File: src/rtl/uc_pkg.sv
// Shared types for the multi-cycle control unit.
//   state_t  : control FSM states
//   rd_src_t : source of the datapath rd_data input
//   ctrl_t   : every datapath control signal driven by the FSM
//   is_legal : true for the supported subset (ADD, SUB, ADDI)
package uc_pkg;

  typedef enum logic [3:0] {
    S_FETCH_REQ,
    S_FETCH_LD,
    S_INC_B,
    S_INC_W,
    S_DECODE,
    S_RS1,
    S_RS2,
    S_IMM,
    S_EXEC_WB,
    S_TRAP
  } state_t;

  localparam logic [6:0] OP_R   = 7'b0110011;
  localparam logic [6:0] OP_IMM = 7'b0010011;

  localparam logic ALU_ADD = 1'b0;
  localparam logic ALU_SUB = 1'b1;

  typedef enum logic [1:0] {
    RD_ZERO,
    RD_HOLD,
    RD_STEP
  } rd_src_t;

  typedef struct packed {
    logic       mem_req;
    logic       ir_en;
    logic       a_en;
    logic       b_en;
    logic       pc_en;
    logic       immgen_bus_en;
    logic       alu_bus_en;
    logic       pc_bus_en;
    logic       rf_bus_en;
    logic       rd_bus_en;
    logic       rf_wen;
    logic       rf_ren;
    logic       sel_alu_func;
    logic [1:0] rf_addr_sel;
    rd_src_t    rd_src;
  } ctrl_t;

  function automatic logic is_legal(input logic [31:0] ins);
    logic r_ok, i_ok;
    r_ok = (ins[6:0] == OP_R) && (ins[14:12] == 3'b000) &&
           ((ins[31:25] == 7'b0000000) || (ins[31:25] == 7'b0100000));
    i_ok = (ins[6:0] == OP_IMM) && (ins[14:12] == 3'b000);
    return r_ok || i_ok;
  endfunction

endpackage

File: src/rtl/uc_decode.sv
// Moore output decode: maps the current state and IR contents to the
// datapath control bundle. Purely combinational.
//   state : current FSM state
//   instr : IR contents (fields rd/rs1/rs2/funct7 used here)
//   ctrl  : control bundle for the datapath
module uc_decode
  import uc_pkg::*;
#(
  parameter int XLEN = 32
) (
  input  state_t          state,
  input  logic [XLEN-1:0] instr,
  output ctrl_t           ctrl
);

  // instr bits that no decode depends on
  logic unused_instr;
  assign unused_instr = ^{instr[XLEN-1:31], instr[29:22], instr[19:17], instr[14:9]};

  always_comb begin
    ctrl = '0;
    unique case (state)
      S_FETCH_REQ: begin
        ctrl.pc_bus_en = 1'b1;
        ctrl.a_en      = 1'b1;
        ctrl.mem_req   = 1'b1;
      end
      S_FETCH_LD: begin
        ctrl.rd_bus_en = 1'b1;
        ctrl.rd_src    = RD_HOLD;
        ctrl.ir_en     = 1'b1;
      end
      S_INC_B: begin
        ctrl.rd_bus_en    = 1'b1;
        ctrl.rd_src       = RD_STEP;
        ctrl.b_en         = 1'b1;
        ctrl.sel_alu_func = ALU_ADD;
      end
      S_INC_W: begin
        ctrl.alu_bus_en   = 1'b1;
        ctrl.pc_en        = 1'b1;
        ctrl.sel_alu_func = ALU_ADD;
      end
      S_RS1: begin
        ctrl.rf_addr_sel = instr[16:15];
        ctrl.rf_ren      = 1'b1;
        ctrl.rf_bus_en   = 1'b1;
        ctrl.a_en        = 1'b1;
      end
      S_RS2: begin
        ctrl.rf_addr_sel = instr[21:20];
        ctrl.rf_ren      = 1'b1;
        ctrl.rf_bus_en   = 1'b1;
        ctrl.b_en        = 1'b1;
      end
      S_IMM: begin
        ctrl.immgen_bus_en = 1'b1;
        ctrl.b_en          = 1'b1;
      end
      S_EXEC_WB: begin
        ctrl.alu_bus_en   = 1'b1;
        ctrl.rf_addr_sel  = instr[8:7];
        // instr[30] distinguishes SUB from ADD; ADDI always adds
        ctrl.sel_alu_func = (instr[6:0] == OP_R) ? instr[30] : ALU_ADD;
        ctrl.rf_wen       = (instr[11:7] != 5'd0);
      end
      default: ctrl = '0; // DECODE, TRAP
    endcase
  end

endmodule

File: src/rtl/uc_fsm.sv
// Multi-cycle control unit for the bus-based datapath. Sequences fetch,
// PC increment, decode, operand read, execute and write-back for
// ADD/SUB/ADDI; anything else (or a fetch timeout) traps until reset.
// Ports:
//   clk, rst          : clock, synchronous active-high reset
//   instr             : IR contents from the datapath
//   ALU_carry         : ALU carry (not used for sequencing)
//   mem_rdata/mem_ack : instruction word and its valid strobe
//   mem_req           : fetch request (address on databus)
//   rd_data           : held fetch word or PC_STEP onto the datapath
//   *_en, rf_*        : datapath register enables and bus-driver selects
//   sel_alu_func      : 0 = ADD, 1 = SUB
//   illegal           : sticky trap flag
//   instret           : retired-instruction counter
module uc_fsm
  import uc_pkg::*;
#(
  parameter int XLEN        = 32,
  parameter int PC_STEP     = 4,
  parameter int MEM_TIMEOUT = 16
) (
  input  logic            clk,
  input  logic            rst,
  input  logic [XLEN-1:0] instr,
  input  logic            ALU_carry,
  input  logic [XLEN-1:0] mem_rdata,
  input  logic            mem_ack,
  output logic            mem_req,
  output logic [XLEN-1:0] rd_data,
  output logic            sel_alu_func,
  output logic            ir_en,
  output logic            a_en,
  output logic            b_en,
  output logic            pc_en,
  output logic            immgen_bus_en,
  output logic            ALU_bus_en,
  output logic            pc_bus_en,
  output logic            rf_bus_en,
  output logic            rd_bus_en,
  output logic            rf_wen,
  output logic            rf_ren,
  output logic [1:0]      rf_addr_sel,
  output logic            illegal,
  output logic [31:0]     instret
);

  state_t          state, state_n;
  logic [XLEN-1:0] hold;
  logic [31:0]     wait_cnt;
  logic            set_illegal;
  ctrl_t           ctrl_dec, ctrl;

  logic unused_carry;
  assign unused_carry = ALU_carry;

  uc_decode #(.XLEN(XLEN)) u_decode (
    .state (state),
    .instr (instr),
    .ctrl  (ctrl_dec)
  );

  // Next-state logic
  always_comb begin
    state_n     = state;
    set_illegal = 1'b0;
    unique case (state)
      S_FETCH_REQ: begin
        // ack beats a timeout expiring in the same cycle
        if (mem_ack) begin
          state_n = S_FETCH_LD;
        end else if ((MEM_TIMEOUT != 0) && (wait_cnt == 32'(MEM_TIMEOUT - 1))) begin
          state_n     = S_TRAP;
          set_illegal = 1'b1;
        end
      end
      S_FETCH_LD: state_n = S_INC_B;
      S_INC_B:    state_n = S_INC_W;
      S_INC_W:    state_n = S_DECODE;
      S_DECODE: begin
        if (is_legal(instr[31:0])) begin
          state_n = S_RS1;
        end else begin
          state_n     = S_TRAP;
          set_illegal = 1'b1;
        end
      end
      S_RS1:     state_n = (instr[6:0] == OP_R) ? S_RS2 : S_IMM;
      S_RS2:     state_n = S_EXEC_WB;
      S_IMM:     state_n = S_EXEC_WB;
      S_EXEC_WB: state_n = S_FETCH_REQ;
      S_TRAP:    state_n = S_TRAP;
      default:   state_n = S_FETCH_REQ;
    endcase
  end

  always_ff @(posedge clk) begin
    if (rst) begin
      state    <= S_FETCH_REQ;
      illegal  <= 1'b0;
      instret  <= '0;
      hold     <= '0;
      wait_cnt <= '0;
    end else begin
      state <= state_n;
      if (set_illegal) illegal <= 1'b1;
      if (state == S_FETCH_REQ) begin
        if (mem_ack) begin
          hold     <= mem_rdata;
          wait_cnt <= '0;
        end else begin
          wait_cnt <= wait_cnt + 32'd1;
        end
      end
      if (state == S_EXEC_WB) instret <= instret + 32'd1;
    end
  end

  // Reset forces every control output low in the reset cycle itself,
  // regardless of the state the register currently holds.
  assign ctrl = rst ? '0 : ctrl_dec;

  always_comb begin
    rd_data = '0;
    unique case (ctrl.rd_src)
      RD_HOLD: rd_data = hold;
      RD_STEP: rd_data = XLEN'(PC_STEP);
      default: rd_data = '0;
    endcase
  end

  assign mem_req       = ctrl.mem_req;
  assign sel_alu_func  = ctrl.sel_alu_func;
  assign ir_en         = ctrl.ir_en;
  assign a_en          = ctrl.a_en;
  assign b_en          = ctrl.b_en;
  assign pc_en         = ctrl.pc_en;
  assign immgen_bus_en = ctrl.immgen_bus_en;
  assign ALU_bus_en    = ctrl.alu_bus_en;
  assign pc_bus_en     = ctrl.pc_bus_en;
  assign rf_bus_en     = ctrl.rf_bus_en;
  assign rd_bus_en     = ctrl.rd_bus_en;
  assign rf_wen        = ctrl.rf_wen;
  assign rf_ren        = ctrl.rf_ren;
  assign rf_addr_sel   = ctrl.rf_addr_sel;

endmodule

File: config.mk
export PLATFORM = sky130hd
export DESIGN_NAME = uc_fsm
export DESIGN_NICKNAME = d
export VERILOG_FILES = /design/src/rtl/uc_pkg.sv /design/src/rtl/uc_decode.sv /design/src/rtl/uc_fsm.sv
export SDC_FILE = /design/constraint.sdc
export NUM_CORES = 1
export LEC_CHECK = 0
export CORE_MARGIN = 4
export CORE_UTILIZATION = 50
export DETAILED_ROUTE_END_ITERATION = 12
export PLACE_DENSITY_LB_ADDON = 0.25
export SLEW_MARGIN = 20
export SYNTH_ARGS = -nofsm -noshare
export SYNTH_HDL_FRONTEND = slang
export SYNTH_SLANG_ARGS = --single-unit
File: constraint.sdc
create_clock -name clk -period 3.3 [get_ports clk]
set_input_delay 0.66 -clock clk [delete_from_list [all_inputs] [get_ports clk]]
set_output_delay 0.66 -clock clk [all_outputs]
set_load 0.05 [all_outputs]
==> flow_summary.json <==
{
  "place_ws_ns": 0.487,
  "wl_per_cell_um": 16.1,
  "tightest_slew_ns": 0.695,
  "cellPowerDensity_nw_per_um2": 478,
  "skew_ns": 0.0181,
  "outcome": "finished clean",
  "power_mw": 3.41,
  "drtAntennaViolNets": 0,
  "cts.sinks": 101,
  "cp_data_required_time_ns": 2.64,
  "netlist_area_um2": 5090,
  "clock_latency_ns": 0.37,
  "setup_viol_count_final": 0,
  "gp_congestion": 0.838,
  "cts_resized": 0,
  "fin_setup_tns_ns": 0,
  "grt.busiest_layer": "met2",
  "grt_use_met1_pct": 30.6,
  "max_slew_margin_pct": 53.5,
  "pin_count": 148,
  "grt_max_degree": 48,
  "yosysUniqueCellTypes": 46,
  "htree_levels": 3,
  "r2r_slack_ns": 0.93,
  "drc": 0,
  "fp.dieH_um": 109,
  "drt_pre_antenna_iters": 5,
  "syn-instance-count": 638,
  "die_area_um2": 11900,
  "clock_path_buffers": 2,
  "synth_seq_cells": 101,
  "synth_edf_count": 0,
  "grt_use_met3_pct": 3.43,
  "grt_first_pass_wirelength_mm": 23.6,
  "cts_hold_buffers": 0,
  "synth_top_cells_by_area": "dfxtp_1 (40%), a21oi_1 (8.2%), nand2_1 (6.7%)",
  "fin_crit_ns": 3.07,
  "cts_buffers": 9,
  "drt-total-wl_mm": 14.4,
  "setup_ws_ns": 0.229,
  "synth.largest_area_cell": "dfxtp_1",
  "vias": 5279,
  "placementRows": 36,
  "whs_ns": 0.455,
  "cts_setup_buffers": 0,
  "hpwl_mm": 10.4,
  "async_reset_ff_share_pct": 0,
  "die_width_um": 109,
  "drv_cap": 0,
  "synth_top_area_share_pct": 39.7,
  "areaGrowthSynthToFinish_pct": 40.3,
  "layout-drive-gt1-share_pct": 11.9,
  "final_cells": 893,
  "rsz0062_at_grt": "false",
  "synth_top_flop_cell": "dfxtp_1",
  "clkTransAtPathRegs_ns": 0.09,
  "path_max_fanout": 32,
  "p_leak_nw": 2.39,
  "grt_pass1_vias": 4975,
  "critical_path_class": "flop to output pin",
  "syn_nets": 710,
  "num-fill-cells": 724,
  "crit_arrival_ns": 2.41,
  "dr.first_iter.drc_count": 309,
  "finalCritPeriodShare_pct": 93.1,
  "seq_area_frac_synth_pct": 39.7,
  "initial_core_util_pct": 51.6,
  "core_area_um2": 9860,
  "fmax_ghz": 0.326,
  "drv_slew": 0,
  "placedCellCount": 876,
  "hold_viol_final": 0,
  "track_usage_pct": 24.2,
  "root_buffer": "clkbuf_8",
  "vdd.ir_drop.worst_v": 0.000302,
  "syn_avg_cell_area_um2": 7.98,
  "via_per_inst": 5.91,
  "cp-end-kind": "output pin",
  "cts_tree": "yes",
  "grt_overflow": 0,
  "start_kind": "flop",
  "antenna_found_initial": 1,
  "grt_use_met2_pct": 42.5,
  "numPortBuffers": 140,
  "yosysWarnings": 0,
  "final_net_count": 826,
  "hold_class": "flop to flop"
}
[registers in the layout, indices dropped and copies added (netlist names)]
register / flops
hold: 32
instret: 32
wait_cnt: 32
state: 4
illegal: 1
[cells in the final DEF, fill, tap and decap left out, types with 15 or more instances in the layout]
master / count
nor2_1: 29
nand4_1: 19
o31ai_1: 32
or4_1: 34
nand2_1: 91
and2_1: 35
dfxtp_1: 101
buf_12: 38
nand3_1: 24
a21oi_1: 83
clkdlybuf4s50_1: 93
o21ai_0: 15
buf_4: 22
[metrics by stage]
stage / cell area [um^2] / utilization (%)
3_5_place_dp: 6910 / 70.1
4_1_cts: 7140 / 72.4
3_3_place_gp: 6910 / 70.1
5_1_grt: 7140 / 72.4
2_1_floorplan: 5100 / -
6_report: 7140 / 72.4
[critical path, stage by stage (launching register included)]
cell     delay, ns
dfxtp_1       0.54
or3_1         0.52
nor2_1        0.16
ha_1          0.21
buf_12        0.17
a21oi_1       0.08
nor2_1        0.19
buf_12        0.17
[synthesized netlist by cell type (2+ instances only)]
cell type	n
and4_1	11
nor3b_1	3
o21ai_0	15
o31a_1	3
buf_4	2
a211oi_1	4
xor2_1	13
a32oi_1	3
or3_1	11
nor4b_1	2
nand2_1	91
nor2_1	29
nand4_2	2
nand3_1	24
xnor2_1	8
ha_1	4
and3_1	5
or2_2	2
buf_6	3
nand3b_1	3
and2_1	35
nor4_1	10
nor2b_1	3
clkbuf_1	43
nand2b_1	5
dfxtp_1	101
o31ai_1	32
a21oi_1	83
nor3_1	11
nand4_1	19
inv_1	10
or4_1	34
[cell type report]
type	count	area [um^2]	share of cell area, %
clock buffers	9	124	1.73
inverters	10	37.5	0.526
well taps	133	166	2.33
multi-input cells	478	2820	39.5
clock inverters	7	104	1.45
diodes	1	2.50	0.0350
flip-flops and latches	101	2020	28.3
repair buffers	154	1860	26.1
[where the power goes]
part | internal, mW | total (mW) | switching [mW]
Combinational | 0.437 | 1.10 | 0.660
Clock | 0.438 | 0.903 | 0.465
Sequential | 1.32 | 1.41 | 0.0945
Total | 2.20 | 3.41 | 1.22
[final timing paths]
path         startpoint          end  depth (start not counted)
max reg2reg    state[3]  instret[14]                          6
min             hold[3]      hold[3]                          2
max            state[3]   rd_data[2]                          7
min reg2reg     hold[3]      hold[3]                          2
[cells by family (layout without fill, tap and decap cells)]
group / count (synthesis) / count (layout) / synth area share, %
AO/OA/AOI/OAI: 143 / 143 / 16.4
XOR/XNOR: 21 / 21 / 3.61
adder cells (fa/ha/maj): 4 / 4 / 0.983
buffers and inverters: 59 / 180 / 4.94
flip-flops: 101 / 101 / 39.7
multiplexers: 1 / 1 / 0.197
other: 0 / 1 / 0
AND/OR/NAND/NOR: 309 / 309 / 34.1
[metal layers]
metal  up-vias  part of all wire, %
li1       2546                    -
met3        21                  6.2
met2       203                   49
met4         0                  1.7
met1      2509                   43
met5         -                    0
No activity file was read; power rests on OpenSTA's default activity.
